[src/rtl/vga_timing_pkg.sv]
// Shared 640x480@60 raster timing constants for the sync generator and its consumers.
package vga_timing_pkg;

  localparam int VGA_CLK_DIV  = 4;

  localparam int VGA_H_ACTIVE = 640;
  localparam int VGA_H_FP     = 16;
  localparam int VGA_H_SYNC   = 96;
  localparam int VGA_H_BP     = 48;

  localparam int VGA_V_ACTIVE = 480;
  localparam int VGA_V_FP     = 10;
  localparam int VGA_V_SYNC   = 2;
  localparam int VGA_V_BP     = 33;

  localparam int VGA_XMAX     = VGA_H_ACTIVE + VGA_H_FP + VGA_H_SYNC + VGA_H_BP;
  localparam int VGA_YMAX     = VGA_V_ACTIVE + VGA_V_FP + VGA_V_SYNC + VGA_V_BP;

  // Sync windows: start inclusive, end exclusive.
  localparam int VGA_HS_START = VGA_H_ACTIVE + VGA_H_FP;
  localparam int VGA_HS_END   = VGA_HS_START + VGA_H_SYNC;
  localparam int VGA_VS_START = VGA_V_ACTIVE + VGA_V_FP;
  localparam int VGA_VS_END   = VGA_VS_START + VGA_V_SYNC;

  localparam int VGA_X_W      = $clog2(VGA_XMAX);
  localparam int VGA_Y_W      = $clog2(VGA_YMAX);

  // Counter width for a modulo-n counter, never less than one bit.
  function automatic int unsigned cnt_width(input int unsigned n);
    return (n <= 2) ? 1 : $clog2(n);
  endfunction

endpackage

[src/rtl/pix_clk_en.sv]
// Pixel clock-enable divider: one-cycle strobe every CLK_DIV system clocks.
module pix_clk_en
  import vga_timing_pkg::*;
#(
  parameter int CLK_DIV = VGA_CLK_DIV
) (
  input  logic i_Clk,
  input  logic i_Reset_n,
  output logic o_Pix_En
);

  localparam int unsigned DW = cnt_width(CLK_DIV);
  localparam logic [DW-1:0] LAST = DW'(CLK_DIV - 1);

  logic [DW-1:0] div_cnt;

  // Modulo-CLK_DIV count of system clocks.
  always_ff @(posedge i_Clk or negedge i_Reset_n) begin
    if (!i_Reset_n) begin
      div_cnt <= '0;
    end else if (div_cnt == LAST) begin
      div_cnt <= '0;
    end else begin
      div_cnt <= div_cnt + 1'b1;
    end
  end

  // Strobe is gated by reset so it stays low while reset is held.
  assign o_Pix_En = i_Reset_n & (div_cnt == LAST);

endmodule

[src/rtl/vga_sync_gen.sv]
// Raster timing generator: X/Y counters, registered sync/active decode, frame tick.
module vga_sync_gen
  import vga_timing_pkg::*;
#(
  parameter  int CLK_DIV  = VGA_CLK_DIV,
  parameter  int H_ACTIVE = VGA_H_ACTIVE,
  parameter  int H_FP     = VGA_H_FP,
  parameter  int H_SYNC   = VGA_H_SYNC,
  parameter  int H_BP     = VGA_H_BP,
  parameter  int V_ACTIVE = VGA_V_ACTIVE,
  parameter  int V_FP     = VGA_V_FP,
  parameter  int V_SYNC   = VGA_V_SYNC,
  parameter  int V_BP     = VGA_V_BP,
  localparam int XMAX     = H_ACTIVE + H_FP + H_SYNC + H_BP,
  localparam int YMAX     = V_ACTIVE + V_FP + V_SYNC + V_BP,
  localparam int XW       = $clog2(XMAX),
  localparam int YW       = $clog2(YMAX)
) (
  input  logic          i_Clk,
  input  logic          i_Reset_n,
  output logic [XW-1:0] o_X_Count,
  output logic [YW-1:0] o_Y_Count,
  output logic          o_HSync,
  output logic          o_VSync,
  output logic          o_Active,
  output logic          o_Pix_En,
  output logic          o_Frame_Start
);

  localparam logic [XW-1:0] X_LAST   = XW'(XMAX - 1);
  localparam logic [YW-1:0] Y_LAST   = YW'(YMAX - 1);
  localparam logic [XW-1:0] HS_START = XW'(H_ACTIVE + H_FP);
  localparam logic [XW-1:0] HS_END   = XW'(H_ACTIVE + H_FP + H_SYNC);
  localparam logic [YW-1:0] VS_START = YW'(V_ACTIVE + V_FP);
  localparam logic [YW-1:0] VS_END   = YW'(V_ACTIVE + V_FP + V_SYNC);
  localparam logic [XW-1:0] X_ACT    = XW'(H_ACTIVE);
  localparam logic [YW-1:0] Y_ACT    = YW'(V_ACTIVE);

  logic          pix_en;
  logic [XW-1:0] x_q, x_next;
  logic [YW-1:0] y_q, y_next;
  logic          hsync_q, vsync_q, active_q, frame_start_q;
  logic          frame_wrap;

  pix_clk_en #(
    .CLK_DIV (CLK_DIV)
  ) u_pix_clk_en (
    .i_Clk     (i_Clk),
    .i_Reset_n (i_Reset_n),
    .o_Pix_En  (pix_en)
  );

  // Next raster position; >= on the wrap tests returns upset values to 0.
  always_comb begin
    x_next     = x_q + 1'b1;
    y_next     = y_q;
    frame_wrap = 1'b0;
    if (x_q >= X_LAST) begin
      x_next = '0;
      if (y_q >= Y_LAST) begin
        y_next     = '0;
        frame_wrap = pix_en;
      end else begin
        y_next = y_q + 1'b1;
      end
    end
  end

  // Counters and decode advance only on pixel strobes; decoding the next
  // position keeps sync/active aligned with the counts. Holding decode between
  // strobes is what leaves (0,0) of the first frame at the reset Active=0.
  always_ff @(posedge i_Clk or negedge i_Reset_n) begin
    if (!i_Reset_n) begin
      x_q           <= '0;
      y_q           <= '0;
      hsync_q       <= 1'b1;
      vsync_q       <= 1'b1;
      active_q      <= 1'b0;
      frame_start_q <= 1'b0;
    end else begin
      frame_start_q <= frame_wrap;
      if (pix_en) begin
        x_q      <= x_next;
        y_q      <= y_next;
        hsync_q  <= !((x_next >= HS_START) && (x_next < HS_END));
        vsync_q  <= !((y_next >= VS_START) && (y_next < VS_END));
        active_q <= (x_next < X_ACT) && (y_next < Y_ACT);
      end
    end
  end

  assign o_X_Count     = x_q;
  assign o_Y_Count     = y_q;
  assign o_HSync       = hsync_q;
  assign o_VSync       = vsync_q;
  assign o_Active      = active_q;
  assign o_Pix_En      = pix_en;
  assign o_Frame_Start = frame_start_q;

endmodule

[config.mk]
export PLATFORM = sky130hd
export DESIGN_NAME = vga_sync_gen
export DESIGN_NICKNAME = d
export VERILOG_FILES = /design/src/rtl/vga_timing_pkg.sv /design/src/rtl/pix_clk_en.sv /design/src/rtl/vga_sync_gen.sv
export SDC_FILE = /design/constraint.sdc
export NUM_CORES = 1
export LEC_CHECK = 0
export CAP_MARGIN = 20
export CORE_ASPECT_RATIO = 1.5
export CORE_MARGIN = 2
export CORE_UTILIZATION = 45
export CTS_BUF_LIST = sky130_fd_sc_hd__clkbuf_4 sky130_fd_sc_hd__clkbuf_8 sky130_fd_sc_hd__clkbuf_16
export CTS_CLUSTER_SIZE = 14
export DETAILED_ROUTE_END_ITERATION = 6
export GPL_TIMING_DRIVEN = 0
export PLACE_DENSITY = 0.73
export SYNTH_ARGS = -nofsm -noshare
export SYNTH_HDL_FRONTEND = slang
export SYNTH_HIERARCHICAL = 1
export SYNTH_SLANG_ARGS = --single-unit
[constraint.sdc]
create_clock -name i_Clk -period 2.29 [get_ports i_Clk]
set_clock_uncertainty 0.05 [all_clocks]
set_input_delay 0.5725 -clock i_Clk [delete_from_list [all_inputs] [get_ports i_Clk]]
set_output_delay 0.5725 -clock i_Clk [all_outputs]
set_load 0.01 [all_outputs]
; ---- Word level (Yosys, flattened, before mapping)
; Index checks and enable logic that the tools add are counted.
[word_totals]
elab_cells = 31
ff_bits = 26
input_bits = 2
out_inout_bits = 25
[classes]
eq_ne = 1
n_bitwise = 1
muxes = 6
n_reduce_logical = 5
n_lt_le_gt_ge = 8
add_sub_neg = 3
[ops]
columns = op, n
row1 = $ge 10x10->1 const B, 3
row2 = $mux 10, 3
row3 = $add 10x1->10 const B, 2
row4 = $lt 10x10->1 const B, 2
row5 = $lt 10x9->1 const B, 2
row6 = $ge 10x9->1 const B, 1
row7 = $logic_and 1x1->1, 3
row8 = $add 2x1->2 const B, 1
row9 = $eq 2x2->1 const B, 1
row10 = $logic_not 1->1, 2
row11 = $mux 1, 2
row12 = $mux 2, 1
row13 = $and 1x1->1, 1

; ---- Longest topological paths before layout
; Gate-level depths: netlist of run 1.
[depth]
ltp_word = 6
depth_mapped = 7

; ---- Hierarchy
; The synthesis of run 1 kept the hierarchy.
[by_module_without_submodules]
columns = module, cells_per_inst, n_inst, area_each_um2
row1 = vga_sync_gen, 188, 1, 1576.5
row2 = pix_clk_en, 5, 1, 72.6

; ---- Least setup slack after synthesis of run 1
; No wires, ideal clock.
[synth_path]
kind = register to register
startpoint = register y_q[6] (netlist: o_Y_Count[6])
endpoint = register vsync_q (netlist: o_VSync)
stages_incl_launch_ff = 7
arrival_time_ps = 2214
setup_slack_ps = -72
setup_time_ps = 98
n_path_buf = 1
cell_sequence = dfrtp_1 > buf_6 > or4_4 > o31a_4 > or4b_4 > a221oi_2 > a31oi_1
[synth_between]
elab_chain_cells = 6
[synth_lines]
columns = item, line_no
row1 = from (decl), vga_sync_gen.sv:41  ; logic [YW-1:0] y_q, y_next;
row2 = from (signal assigned), vga_sync_gen.sv:84  ; y_q <= y_next;
row3 = $add 10x1->10 or $ge 10x10->1 (tied branches), "vga_sync_gen.sv:64, vga_sync_gen.sv:60"
row4 = $mux 10, vga_sync_gen.sv:60  ; if (y_q >= Y_LAST) begin
row5 = $mux 10 (*), vga_sync_gen.sv:58  ; if (x_q >= X_LAST) begin
row6 = $ge 10x9->1 or $lt 10x9->1 (tied branches), vga_sync_gen.sv:86  ; vsync_q <= !((y_next >= VS_START) && (y_next < VS_END));
row7 = $logic_and 1x1->1 (*), vga_sync_gen.sv:86
row8 = $logic_not 1->1 (*), vga_sync_gen.sv:86
row9 = to (signal assigned), vga_sync_gen.sv:86
row10 = to (decl), vga_sync_gen.sv:42  ; logic hsync_q, vsync_q, active_q, frame_start_q;
; Mark *: on every way between the ends. The rest lies on a longest branch, timed or not.
; A chain may end at the register's enable or synchronous reset.

; ---- Final worst setup path of run 1
[layout_path]
startpoint = register x_q[0] (netlist: o_X_Count[0])
endpoint = register active_q (netlist: o_Active)
[layout_between]
elab_chain_cells = 4
[layout_lines]
columns = item, line_no
row1 = from (decl), vga_sync_gen.sv:40  ; logic [XW-1:0] x_q, x_next;
row2 = from (signal assigned), vga_sync_gen.sv:83  ; x_q <= x_next;
row3 = $add 10x1->10 or $ge 10x10->1 (tied branches), "vga_sync_gen.sv:55, vga_sync_gen.sv:58"
row4 = $mux 10, vga_sync_gen.sv:58
row5 = $lt 10x10->1 or $lt 10x9->1 (tied branches), vga_sync_gen.sv:87  ; active_q <= (x_next < X_ACT) && (y_next < Y_ACT);
row6 = $logic_and 1x1->1 (*), vga_sync_gen.sv:87
row7 = to (signal assigned), vga_sync_gen.sv:87
row8 = to (decl), vga_sync_gen.sv:42
; Marks and branches as above.

==> impl_summary.txt, run 1 <==
----------------------------------------------------
[Status]
  Result of the run ... finished with violations
  Failing checks ... DRC

[Route]
  Routed wire length per instance ... 16.6 µm
  Length of the first detailed-routing pass in iterations ... 7
  DRC violations left ... 2
  Antenna Violating Nets Remaining ... 0
  Total vias in the final route ... approximately 1700
  Initial drt markers ... 71
  Detailed-route vias per instance ... 6.21
  Final WL ... 4540 µm

[Worst setup path]
  Data arrival time of the worst path ... 2.40 ns
  Crit path buffers/inverters ... 0
  Top delay family on crit path ... compound AO/OA/AOI/OAI gates
  Data required time of the critical path ... 2.42 ns
  CP Launch Type ... flip-flop
  Launching point of the worst reg2reg path ... o_X_Count[0]
  Setup crit end kind ... flip-flop
  Reg-to-reg slack, setup ... 0.02 ns
  Number of cells on the worst reg-to-reg path ... 6
  Reg-to-Reg End ... o_Active
  Worst path slowest cell ... dfrtp_1
  Type of the worst setup path ... reg -> reg
  Largest fanout on the critical path ... 5
  Delay contributed by the slowest stage of the critical path ... a little over 0.4 ns
  Cell breakdown of the critical path ... ha_2, nand4_1, a21o_4, o311ai_2, a2111oi_4, o32ai_1

[Die]
  Die X-Extent ... 53.4 µm
  Die footprint ... between 4000 and 5000 µm²
  Initial Utilization ... 47.8%
  Core box area ... 3450 µm²
  Number of placement rows ... 26
  Vertical extent of the die ... 78.1 µm
  I/O pin total ... 27

[Yosys]
  Cell Area, Synth ... about 1600 µm²
  Number of instances in the synthesized netlist ... around 190
  Synthesis warning total ... 6
  Synth cell types ... 45
  Top flip-flop cell by instance count after synthesis ... dfrtp_1
  Sequential fraction of the synthesis area ... between 30 and 40%
  Top area cells in the synthesized netlist ... dfrtp_1 36%, o21ai_0 5.8%, nand2_1 4.6%, nor2_1 4.1%, nand3_1 3.3%
  Synthesized Nets ... just under 200
  Number of enable-type register cells in the synthesized netlist ... 0
  Total of flip-flops plus latches after synthesis ... 26
  Share of async-settable or async-resettable flops after synthesis ... 100%
  Post-synth top area cell ... dfrtp_1
  Yosys top cell area share ... a little over a third
  Mean area per synthesized cell ... 8.54 µm²

[Run]
  Number of max-capacitance violations reported ... 0

[GRT]
  Antenna violations before repair ... 0
  Vias in the first global route ... 1463
  First-pass GRT wire length ... 7030 µm
  Total global routing overflow ... 0
  Largest net degree at the start of global routing ... 19
  Total Routing Usage GR ... 22.2%

[STA]
  Minimum period implied by the final worst setup slack ... 2.27 ns
  Worst-case setup margin in the final layout ... 0.0225 ns
  Sum of negative setup slack ... 0 ns
  Unrepaired setup endpoints after global routing ... yes
  Final Hold Viols ... 0
  Tcrit/Tclk final ... 99.0%
  Maximum clock frequency ... 441 MHz
  Final Max Slew Viols ... 0
  Final-report setup violation count ... 0
  Actual transition at the worst max-transition pin ... 0.514 ns
  Slew HR ... 65.6%
  Smallest hold slack ... 0.0448 ns

[Power and ir drop]
  Worst-case vdd ir drop ... 0.443 mV
  Tot Pwr ... 1.09 mW
  Proportion of power drawn by the clock network ... 35.4%
  Cell-internal power ... 0.816 mW
  Relative contribution of combinational cells to total power ... 15.3%
  Switching component of the power ... 0.278 mW
  LEAKAGE ... approximately 0.80 nW
  Sequential share of power ... ~49%
  Switching share of total power ... 25.4%
  Power per standard cell area ... 495 nW/µm²

[Final layout]
  Utilization after layout ... 64.1%
  Area growth from synthesis to layout ... 34.1%
  Number of nets in the layout ... around 240
  Summed area of non-filler cells in the final layout ... 2210 µm²
  Antenna Diode Count ... 0
  Count of fill cells added during filler insertion ... between 200 and 300
  Share of post-route cells with drive strength above 1 ... 18.6%
  Final Instance Count excl. Fillers ... 273

[Clock tree]
  CTS Hold Buffers Added ... 0
  Cell at the root of the clock tree ... clkbuf_8
  Number of buffers created by CTS ... 3
  Clock sink total ... 26
  Clock Pin Slew Worst Setup and Hold Paths ... 0.10 ns
  H-Tree Depth ... 1
  Clock tree from TritonCTS ... yes
  Clock latency of the later-clocked register in the worst-skew pair ... 0.27 ns
  Maximum count of clock buffers along a single path ... 2

[Place]
  DPL Wire Length ... 2980 µm
  GPL Wtd Cong ... 0.870
  Port buffer count ... 26
  Placed cell count ... 262
  Worst Setup Slack post-DPL ... -0.916 ns
  Cell area after placement ... 1990 µm²

[Min path]
  Worst Hold Class ... in -> async

----------------------------------------------------
-- registers in the layout, indices dropped and copies added, names as in the netlist --
name and flops:
o_X_Count 10, o_Y_Count 10, u_pix_clk_en/div_cnt 2, o_Active 1
o_Frame_Start 1, o_HSync 1, o_VSync 1
-- synthesized netlist by cell type (3+ instances only) --
| cell | number |
|---|---|
| xnor2_1 | 3 |
| and2_1 | 5 |
| dfrtp_1 | 24 |
| ha_1 | 4 |
| a21oi_1 | 7 |
| nand2b_1 | 3 |
| a31oi_1 | 6 |
| nor2_1 | 18 |
| nand3_1 | 11 |
| o21ai_0 | 19 |
| nand2_1 | 20 |
| nand4_1 | 7 |
| clkbuf_1 | 12 |
| o41ai_1 | 3 |
| inv_1 | 8 |
| o31ai_1 | 6 |
-- worst max-delay path by stage --
stage	from	slack [ns]	to	cells past startpoint
final	o_X_Count[0]	0.02	o_Active	6
after global routing	o_X_Count[0]	-0.17	o_Y_Count[8]	7
after CTS	o_Y_Count[6]	-0.08	o_VSync	6
after detailed placement	i_Reset_n	-0.92	o_X_Count[7]	7
after global placement	i_Reset_n	-1.22	o_X_Count[7]	6
after floorplan	o_Y_Count[6]	-0.07	o_VSync	6
-- layer usage --
metal,track usage [%],wire length [µm],vias up
met4,10.0,146,0
li1,-,-,799
met3,2.09,226,14
met2,36.9,2380,70
met1,28.3,1790,811
met5,0,0,-
-- cell usage in the layout (no fill, tap or decap), types with 3 or more instances in the layout --
cell             Yosys  layout
nand3_1             11      10
dfrtp_1             24      20
clkbuf_8             0       3
nand2b_1             3       3
a21oi_1              7       6
nand4_1              7       7
nor2_1              18      18
nand2_1             20      20
dfrtp_2              0       4
clkdlybuf4s50_1      0      25
and2_1               5       5
xnor2_1              3       3
clkbuf_1            12       8
buf_4                0      10
inv_1                8       8
o41ai_1              3       3
a31oi_1              6       6
o31ai_1              6       6
o21ai_0             19      19
-- area by class of cell --
type | count | area [µm²] | area share, %
multi-input combinational | 145 | 990 | 44.8
inverter | 8 | 30.0 | 1.36
buffer | 11 | 45.0 | 2.04
timing repair buffer | 37 | 364 | 16.5
sequential | 26 | 658 | 29.8
clock inverter | 1 | 30.0 | 1.36
clock buffer | 3 | 41.3 | 1.87
tap | 42 | 52.6 | 2.38
-- timing repair --
| action | CTS | global route |
|---|---|---|
| buffers inserted | 2 | 8 |
| pin swaps | 6 | 6 |
| resized for setup | 16 | 15 |
| endpoints found under the setup margin | 25 | 11 |
-- power by group through the flow --
stage	clock network (mW)	registers, mW	logic, mW
6_report	0.387	0.540	0.168
3_5_place_dp	0	0.547	0.166
3_3_place_gp	0	0.547	0.157
4_1_cts	0.394	0.538	0.167
5_1_grt	0.406	0.546	0.183
2_1_floorplan	0	0.551	0.0625
-- kinds of logic after synthesis --
logic type,count (synthesis),share of synthesized area (%)
simple gates,76,23.3
compound gates,60,25.6
flops,26,39.6
buf+inv,22,5.54
fa+ha+maj,4,3.04
xor+xnor,3,1.59
mux,2,1.29
(Power assumes the default switching activity.)
==> run 2, diff against run 1 <==
Settings changed: DONT_BUFFER_PORTS from default to 1, PLACE_DENSITY 0.73 to 0.63.
==> run 2 against run 1 <==
Against the previous run: the run ends with setup timing left; worst setup slack worse by 0.17 ns; hold slack gained 0.0026 ns; flip-flop and latch count stayed put; count of clock-buffer cells in the layout up 1; critical path type unchanged; cell area fell by 9.7%; die area unchanged.
==> impl_summary.txt, run 2 (synthesis results as in run 1) <==
----------------------------------------------------
[Worst setup path]
  Type of the worst setup path ... reg -> reg (unchanged)
  Largest fanout on the critical path ... 4 (was 5)
  Data required time of the critical path ... 2.43 ns (was 2.42 ns)
  CP Launch Type ... flip-flop (unchanged)
  Worst path slowest cell ... or4_4 (was dfrtp_1)
  Reg-to-reg slack, setup ... -0.14 ns (was 0.02 ns)
  Delay contributed by the slowest stage of the critical path ... 0.52 ns (was 0.41 ns)
  Crit path buffers/inverters ... 1 (was 0)
  Setup crit end kind ... flip-flop (unchanged)
  Top delay family on crit path ... simple AND/OR/NAND/NOR gates (was compound AO/OA/AOI/OAI gates)
  Cell breakdown of the critical path ... buf_6, or4_4, o31a_4, or4b_4, a221oi_2, a31oi_1 (was ha_2, nand4_1, a21o_4, o311ai_2, a2111oi_4, o32ai_1)
  Data arrival time of the worst path ... 2.57 ns (was 2.40 ns)

[Place]
  Cell area after placement ... 1700 µm² (was 1990 µm²)
  GPL Wtd Cong ... 0.879 (was 0.870)
  Placed cell count ... 235 (was 262)
  Port buffer count ... 0 (was 26)
  DPL Wire Length ... 3060 µm (was 2980 µm)

[Status]
  Result of the run ... finished with violations (unchanged)
  Failing checks ... setup timing (was DRC)

[Die]
  Die X-Extent ... 53.4 µm (unchanged)
  Number of placement rows ... 26 (unchanged)
  Initial Utilization ... 47.8% (unchanged)
  I/O pin total ... 27 (unchanged)
  Vertical extent of the die ... 78.1 µm (unchanged)
  Die footprint ... 4170 µm² (unchanged)
  Core box area ... 3450 µm² (unchanged)

[Clock tree]
  Clock Pin Slew Worst Setup and Hold Paths ... 0.09 ns (was 0.10 ns)
  Clock tree from TritonCTS ... yes (unchanged)
  Maximum count of clock buffers along a single path ... 2 (unchanged)
  Clock sink total ... 26 (unchanged)
  Clock latency of the later-clocked register in the worst-skew pair ... 0.27 ns (about the same)
  Number of buffers created by CTS ... 3 (unchanged)
  H-Tree Depth ... 1 (unchanged)
  Cell at the root of the clock tree ... clkbuf_8 (unchanged)

[GRT]
  Largest net degree at the start of global routing ... 25 (was 19)
  Total Routing Usage GR ... 23.0% (was 22.2%)
  Total global routing overflow ... 0 (unchanged)
  Vias in the first global route ... 1561 (was 1463)
  Antenna violations before repair ... 0 (unchanged)
  First-pass GRT wire length ... 7470 µm (was 7030 µm)

[Route]
  DRC violations left ... 0 (was 2)
  Detailed-route vias per instance ... 6.48 (was 6.21)
  Routed wire length per instance ... 18.3 µm (was 16.6 µm)
  Initial drt markers ... 99 (was 71)
  Total vias in the final route ... 1621 (was 1694)
  Length of the first detailed-routing pass in iterations ... 4 (was 7)
  Final WL ... 4580 µm (was 4540 µm)
  Antenna Violating Nets Remaining ... 0 (unchanged)

[STA]
  Slew HR ... 64.7% (was 65.6%)
  Smallest hold slack ... 0.0474 ns (was 0.0448 ns)
  Unrepaired setup endpoints after global routing ... yes (unchanged)
  Final-report setup violation count ... 2 (was 0)
  Minimum period implied by the final worst setup slack ... 2.43 ns (was 2.27 ns)
  Final Max Slew Viols ... 0 (unchanged)
  Final Hold Viols ... 0 (unchanged)
  Maximum clock frequency ... 411 MHz (was 441 MHz)
  Tcrit/Tclk final ... 106% (was 99.0%)
  Actual transition at the worst max-transition pin ... 0.526 ns (was 0.514 ns)
  Worst-case setup margin in the final layout ... -0.143 ns (was 0.0225 ns)

[Final layout]
  Commonest non-fill, non-tap cell in the layout ... nand2_1 (was clkdlybuf4s50_1)
  Count of fill cells added during filler insertion ... 305 (was 298)
  Utilization after layout ... 57.9% (was 64.1%)
  Number of nets in the layout ... 215 (was 238)
  Summed area of non-filler cells in the final layout ... 2000 µm² (was 2210 µm²)
  Footprint of the multi-input gates ... 1030 µm² (was 990 µm²)
  Antenna Diode Count ... 0 (unchanged)
  Final Instance Count excl. Fillers ... 250 (was 273)
  Most used cells in the layout excluding fill and tap cells ... 20 x nand2_1, 19 x o21ai_0, 19 x dfrtp_1, 17 x nor2_1 (was 25 x clkdlybuf4s50_1, 20 x nand2_1, 20 x dfrtp_1, 19 x o21ai_0, 18 x nor2_1)
  Area growth from synthesis to layout ... 21.1% (was 34.1%)
  Share of post-route cells with drive strength above 1 ... 24.5% (was 18.6%)
  Sequential cell area in the final layout ... 659 µm² (was 658 µm²)

[Power and ir drop]
  Power per standard cell area ... 467 nW/µm² (was 495 nW/µm²)
  Worst-case vdd ir drop ... 0.271 mV (was 0.443 mV)
  LEAKAGE ... 0.729 nW (was 0.803 nW)

[Run]
  Number of max-capacitance violations reported ... 0 (unchanged)

[Min path]
  Worst Hold Class ... in -> async (unchanged)

----------------------------------------------------
run 2: changes by cell type in the layout (fill, tap and decap cells not counted), sizes merged:
cell,delta
buf,+2
bufinv,-1
clkbuf,+1
clkdlybuf4s50,-25
run 2: report_power, final:
| group | internal (mW) | switching, mW |
|---|---|---|
| Combinational | 0.0423 | 0.0466 |
| Clock | 0.136 | 0.145 |
| Sequential | 0.490 | 0.0721 |
run 2: final timing paths:
kind	start	cells past startpoint	endpoint
setup / recovery	o_Y_Count[4]	6	o_VSync
hold / removal	i_Reset_n	1	o_X_Count[5]
setup reg to reg	o_Y_Count[4]	6	o_VSync
hold reg to reg	u_pix_clk_en/div_cnt[0]	1	u_pix_clk_en/div_cnt[0]
max in group asynchronous	i_Reset_n	1	o_Y_Count[4]
min in group i_Clk	u_pix_clk_en/div_cnt[0]	1	u_pix_clk_en/div_cnt[0]
run 2: layer usage:
layer	GRT usage, %	vias up	part of all wire (%)
li1	-	752	-
met1	29.2	788	37
met2	40.1	69	55
met3	2.85	12	5.9
met4	5.38	0	2.1
met5	0	-	0
run 2: area by class of cell:
type                    instances  area share (%)
multi-input cells             145            51.8
inverters                       8            1.50
well taps                      42            2.63
repair buffers                 12            5.01
plain buffers                  13            3.63
flip-flops and latches         26            33.0
clock buffers                   4            2.44
run 2: per-stage QoR:
step	power [mW]	setup TNS, ns	setup slack, ns
after floorplan	0.613	-0.0693	-0.0693
after global placement	0.636	-1.58	-0.355
after detailed placement	0.641	-1.87	-0.370
after CTS	0.928	-0.159	-0.159
after global routing	0.983	-0.348	-0.202
final	0.932	-0.200	-0.143
run 2: repair_timing:
action	4_1_cts	5_1_grt
pin swaps	3	8
hold buffers	1	0
endpoints found under the hold margin	24	0
endpoints found under the setup margin	9	18
buffers inserted	3	7
resized for setup	12	28
gates cloned	0	1
==> run 3, diff against run 2 <==
Settings changed: CTS_BUF_LIST sky130_fd_sc_hd__clkbuf_4 sky130_fd_sc_hd__clkbuf_8 sky130_fd_sc_hd__clkbuf_16 to sky130_fd_sc_hd__clkbuf_16.
==> run 3 against run 2 <==
Against the previous run: the flow still finishes with violations (setup timing); register-to-register slack improved by 0.02 ns; clock power rose by 39%; cell area fell by 0.63%; via count rose by 0.19%; critical path depth did not move; core utilization fell by 0.36 points; first-iteration DRC count rose by 7.1%; wire length rose by 3.2%; global-route usage rose by 0.45 points; count of clock-buffer cells in the layout fell by 1; fmax rose by 0.67%; critical path type unchanged; largest cell class unchanged; largest power group unchanged.
==> impl_summary.txt, run 3 (synthesis results as in run 1) <==
----------------------------------------------------
[Worst setup path]
  Largest fanout on the critical path ... 4 (unchanged)
  Cell breakdown of the critical path ... buf_6, or4_4, o31a_4, or4b_4, a221oi_2, a31oi_1 (unchanged)
  Reg-to-reg slack, setup ... -0.13 ns (was -0.14 ns)
  CP Launch Type ... flip-flop (unchanged)
  Reg-to-Reg End ... o_VSync (unchanged)
  Top delay family on crit path ... simple AND/OR/NAND/NOR gates (unchanged)
  Cell count along the critical path ... 6 (unchanged)
  Data arrival time of the worst path ... 2.55 ns (was 2.57 ns)
  Crit path buffers/inverters ... 1 (unchanged)
  Type of the worst setup path ... reg -> reg (unchanged)
  Launching point of the worst reg2reg path ... o_Y_Count[4] (unchanged)
  Worst path slowest cell ... or4_4 (unchanged)
  Delay contributed by the slowest stage of the critical path ... 0.52 ns (about the same)
  Data required time of the critical path ... 2.42 ns (was 2.43 ns)
  Number of cells on the worst reg-to-reg path ... 6 (unchanged)
  Setup crit end kind ... flip-flop (unchanged)

[GRT]
  Antenna violations before repair ... 0 (unchanged)
  Total global routing overflow ... 0 (unchanged)
  Largest net degree at the start of global routing ... 25 (unchanged)
  Most used routing layer in global routing ... met2 (unchanged)
  Global Route met2 Usage ... 39.4% (was 40.1%)
  Met3 track demand over resource ... 3.42% (was 2.85%)
  Vias in the first global route ... 1581 (was 1561)
  Met1 Track Usage GR ... 29.5% (was 29.2%)
  First-pass GRT wire length ... 7560 µm (was 7470 µm)
  Total Routing Usage GR ... 23.4% (was 23.0%)

[STA]
  Worst-case setup margin in the final layout ... -0.127 ns (was -0.143 ns)
  Tcrit/Tclk final ... 106% (about the same)
  Final-report setup violation count ... 2 (unchanged)
  Unrepaired setup endpoints after global routing ... yes (unchanged)
  Smallest hold slack ... 0.0675 ns (was 0.0474 ns)
  Final Hold Viols ... 0 (unchanged)
  Maximum clock frequency ... 414 MHz (was 411 MHz)
  Final Max Slew Viols ... 0 (unchanged)
  Minimum period implied by the final worst setup slack ... 2.42 ns (was 2.43 ns)
  Slew HR ... 62.1% (was 64.7%)
  Actual transition at the worst max-transition pin ... 0.564 ns (was 0.526 ns)

[Die]
  I/O pin total ... 27 (unchanged)
  Number of placement rows ... 26 (unchanged)
  Die X-Extent ... 53.4 µm (unchanged)
  Initial Utilization ... 47.8% (unchanged)
  Die footprint ... 4170 µm² (unchanged)
  Core box area ... 3450 µm² (unchanged)
  Vertical extent of the die ... 78.1 µm (unchanged)

[Run]
  Number of max-capacitance violations reported ... 0 (unchanged)

[Clock tree]
  Clock Pin Slew Worst Setup and Hold Paths ... 0.06 ns (was 0.09 ns)
  H-Tree Depth ... 1 (unchanged)
  Clock sink total ... 26 (unchanged)
  Number of buffers created by CTS ... 3 (unchanged)
  Clock tree from TritonCTS ... yes (unchanged)
  Maximum count of clock buffers along a single path ... 2 (unchanged)
  Clock latency of the later-clocked register in the worst-skew pair ... 0.26 ns (was 0.27 ns)
  Cell at the root of the clock tree ... clkbuf_16 (was clkbuf_8)

[Final layout]
  Utilization after layout ... 57.5% (was 57.9%)
  Antenna Diode Count ... 0 (unchanged)
  Most used cells in the layout excluding fill and tap cells ... 20 x nand2_1, 19 x o21ai_0, 19 x dfrtp_1, 17 x nor2_1, 10 x nand3_1 (was 20 x nand2_1, 19 x o21ai_0, 19 x dfrtp_1, 17 x nor2_1)
  Final Instance Count excl. Fillers ... 249 (was 250)
  Count of fill cells added during filler insertion ... 314 (was 305)
  Share of post-route cells with drive strength above 1 ... 23.7% (was 24.5%)
  Number of nets in the layout ... 214 (was 215)
  Commonest non-fill, non-tap cell in the layout ... nand2_1 (unchanged)
  Area growth from synthesis to layout ... 20.3% (was 21.1%)

[Place]
  DPL Wire Length ... 3060 µm (unchanged)
  Port buffer count ... 0 (unchanged)
  Placed cell count ... 235 (unchanged)
  GPL Wtd Cong ... 0.879 (unchanged)
  Worst Setup Slack post-DPL ... -0.370 ns (unchanged)

[Route]
  Total vias in the final route ... 1624 (was 1621)
  Final WL ... 4730 µm (was 4580 µm)
  DRC violations left ... 0 (unchanged)
  Routed wire length per instance ... 19.0 µm (was 18.3 µm)
  Initial drt markers ... 106 (was 99)
  Antenna Violating Nets Remaining ... 0 (unchanged)
  Length of the first detailed-routing pass in iterations ... 5 (was 4)
  Detailed-route vias per instance ... 6.52 (was 6.48)

[Status]
  Result of the run ... finished with violations (unchanged)
  Failing checks ... setup timing (unchanged)

[Power and ir drop]
  Tot Pwr ... 1.04 mW (was 0.932 mW)
  Worst-case vdd ir drop ... 0.298 mV (was 0.271 mV)
  LEAKAGE ... 0.750 nW (was 0.729 nW)
  Power per standard cell area ... 525 nW/µm² (was 467 nW/µm²)

[Min path]
  Worst Hold Class ... in -> async (unchanged)

----------------------------------------------------
[run 3: layout make-up]
class / instances / area [µm²] / share of cell area (%)
Inverter: 8 / 30.0 / 1.51
Clock inverter: 1 / 3.75 / 0.189
Sequential cell: 26 / 659 / 33.2
Tap cell: 42 / 52.6 / 2.65
Multi-Input combinational cell: 145 / 997 / 50.3
Buffer: 13 / 73.8 / 3.72
Clock buffer: 3 / 75.1 / 3.78
Timing Repair Buffer: 11 / 92.6 / 4.67
[run 3: worst max-delay path by stage]
| stage | from | endpoint | slack, ns |
|---|---|---|---|
| after floorplan | o_Y_Count[6] | o_VSync | -0.07 |
| final | o_Y_Count[4] | o_VSync | -0.13 |
| after global routing | o_Y_Count[4] | o_VSync | -0.18 |
| after CTS | o_Y_Count[6] | o_VSync | -0.15 |
| after global placement | o_Y_Count[0] | o_Active | -0.35 |
| after detailed placement | o_Y_Count[1] | o_Active | -0.37 |
[run 3: stage by stage]
stage | area, µm² | TNS [ns]
after floorplan | 1650 | -0.0693
after global placement | 1700 | -1.58
after detailed placement | 1700 | -1.87
after CTS | 1850 | -0.197
after global routing | 1980 | -0.398
final | 1980 | -0.141
[run 3: where the power goes]
group | leakage, nW | total (mW) | switching [mW] | internal, mW
sequential | 0.325 | 0.562 | 0.0718 | 0.490
combinational | 0.382 | 0.0882 | 0.0463 | 0.0419
clock | 0.0423 | 0.391 | 0.157 | 0.234
total | 0.750 | 1.04 | 0.275 | 0.766
[run 3: repair_timing]
action                                  in CTS  in global routing
hold endpoints to repair                    24                  0
resized for setup                            9                 30
gates cloned                                 0                  1
hold buffers                                 1                  0
endpoints found under the setup margin      11                 18
setup buffers                                3                  6
pin swaps                                    3                  7
[run 3: per-layer routing]
layer,vias to the layer above,share of wire [%]
li1,746,-
met1,800,37
met2,62,55
met3,16,5.3
met4,0,2.9
met5,-,0
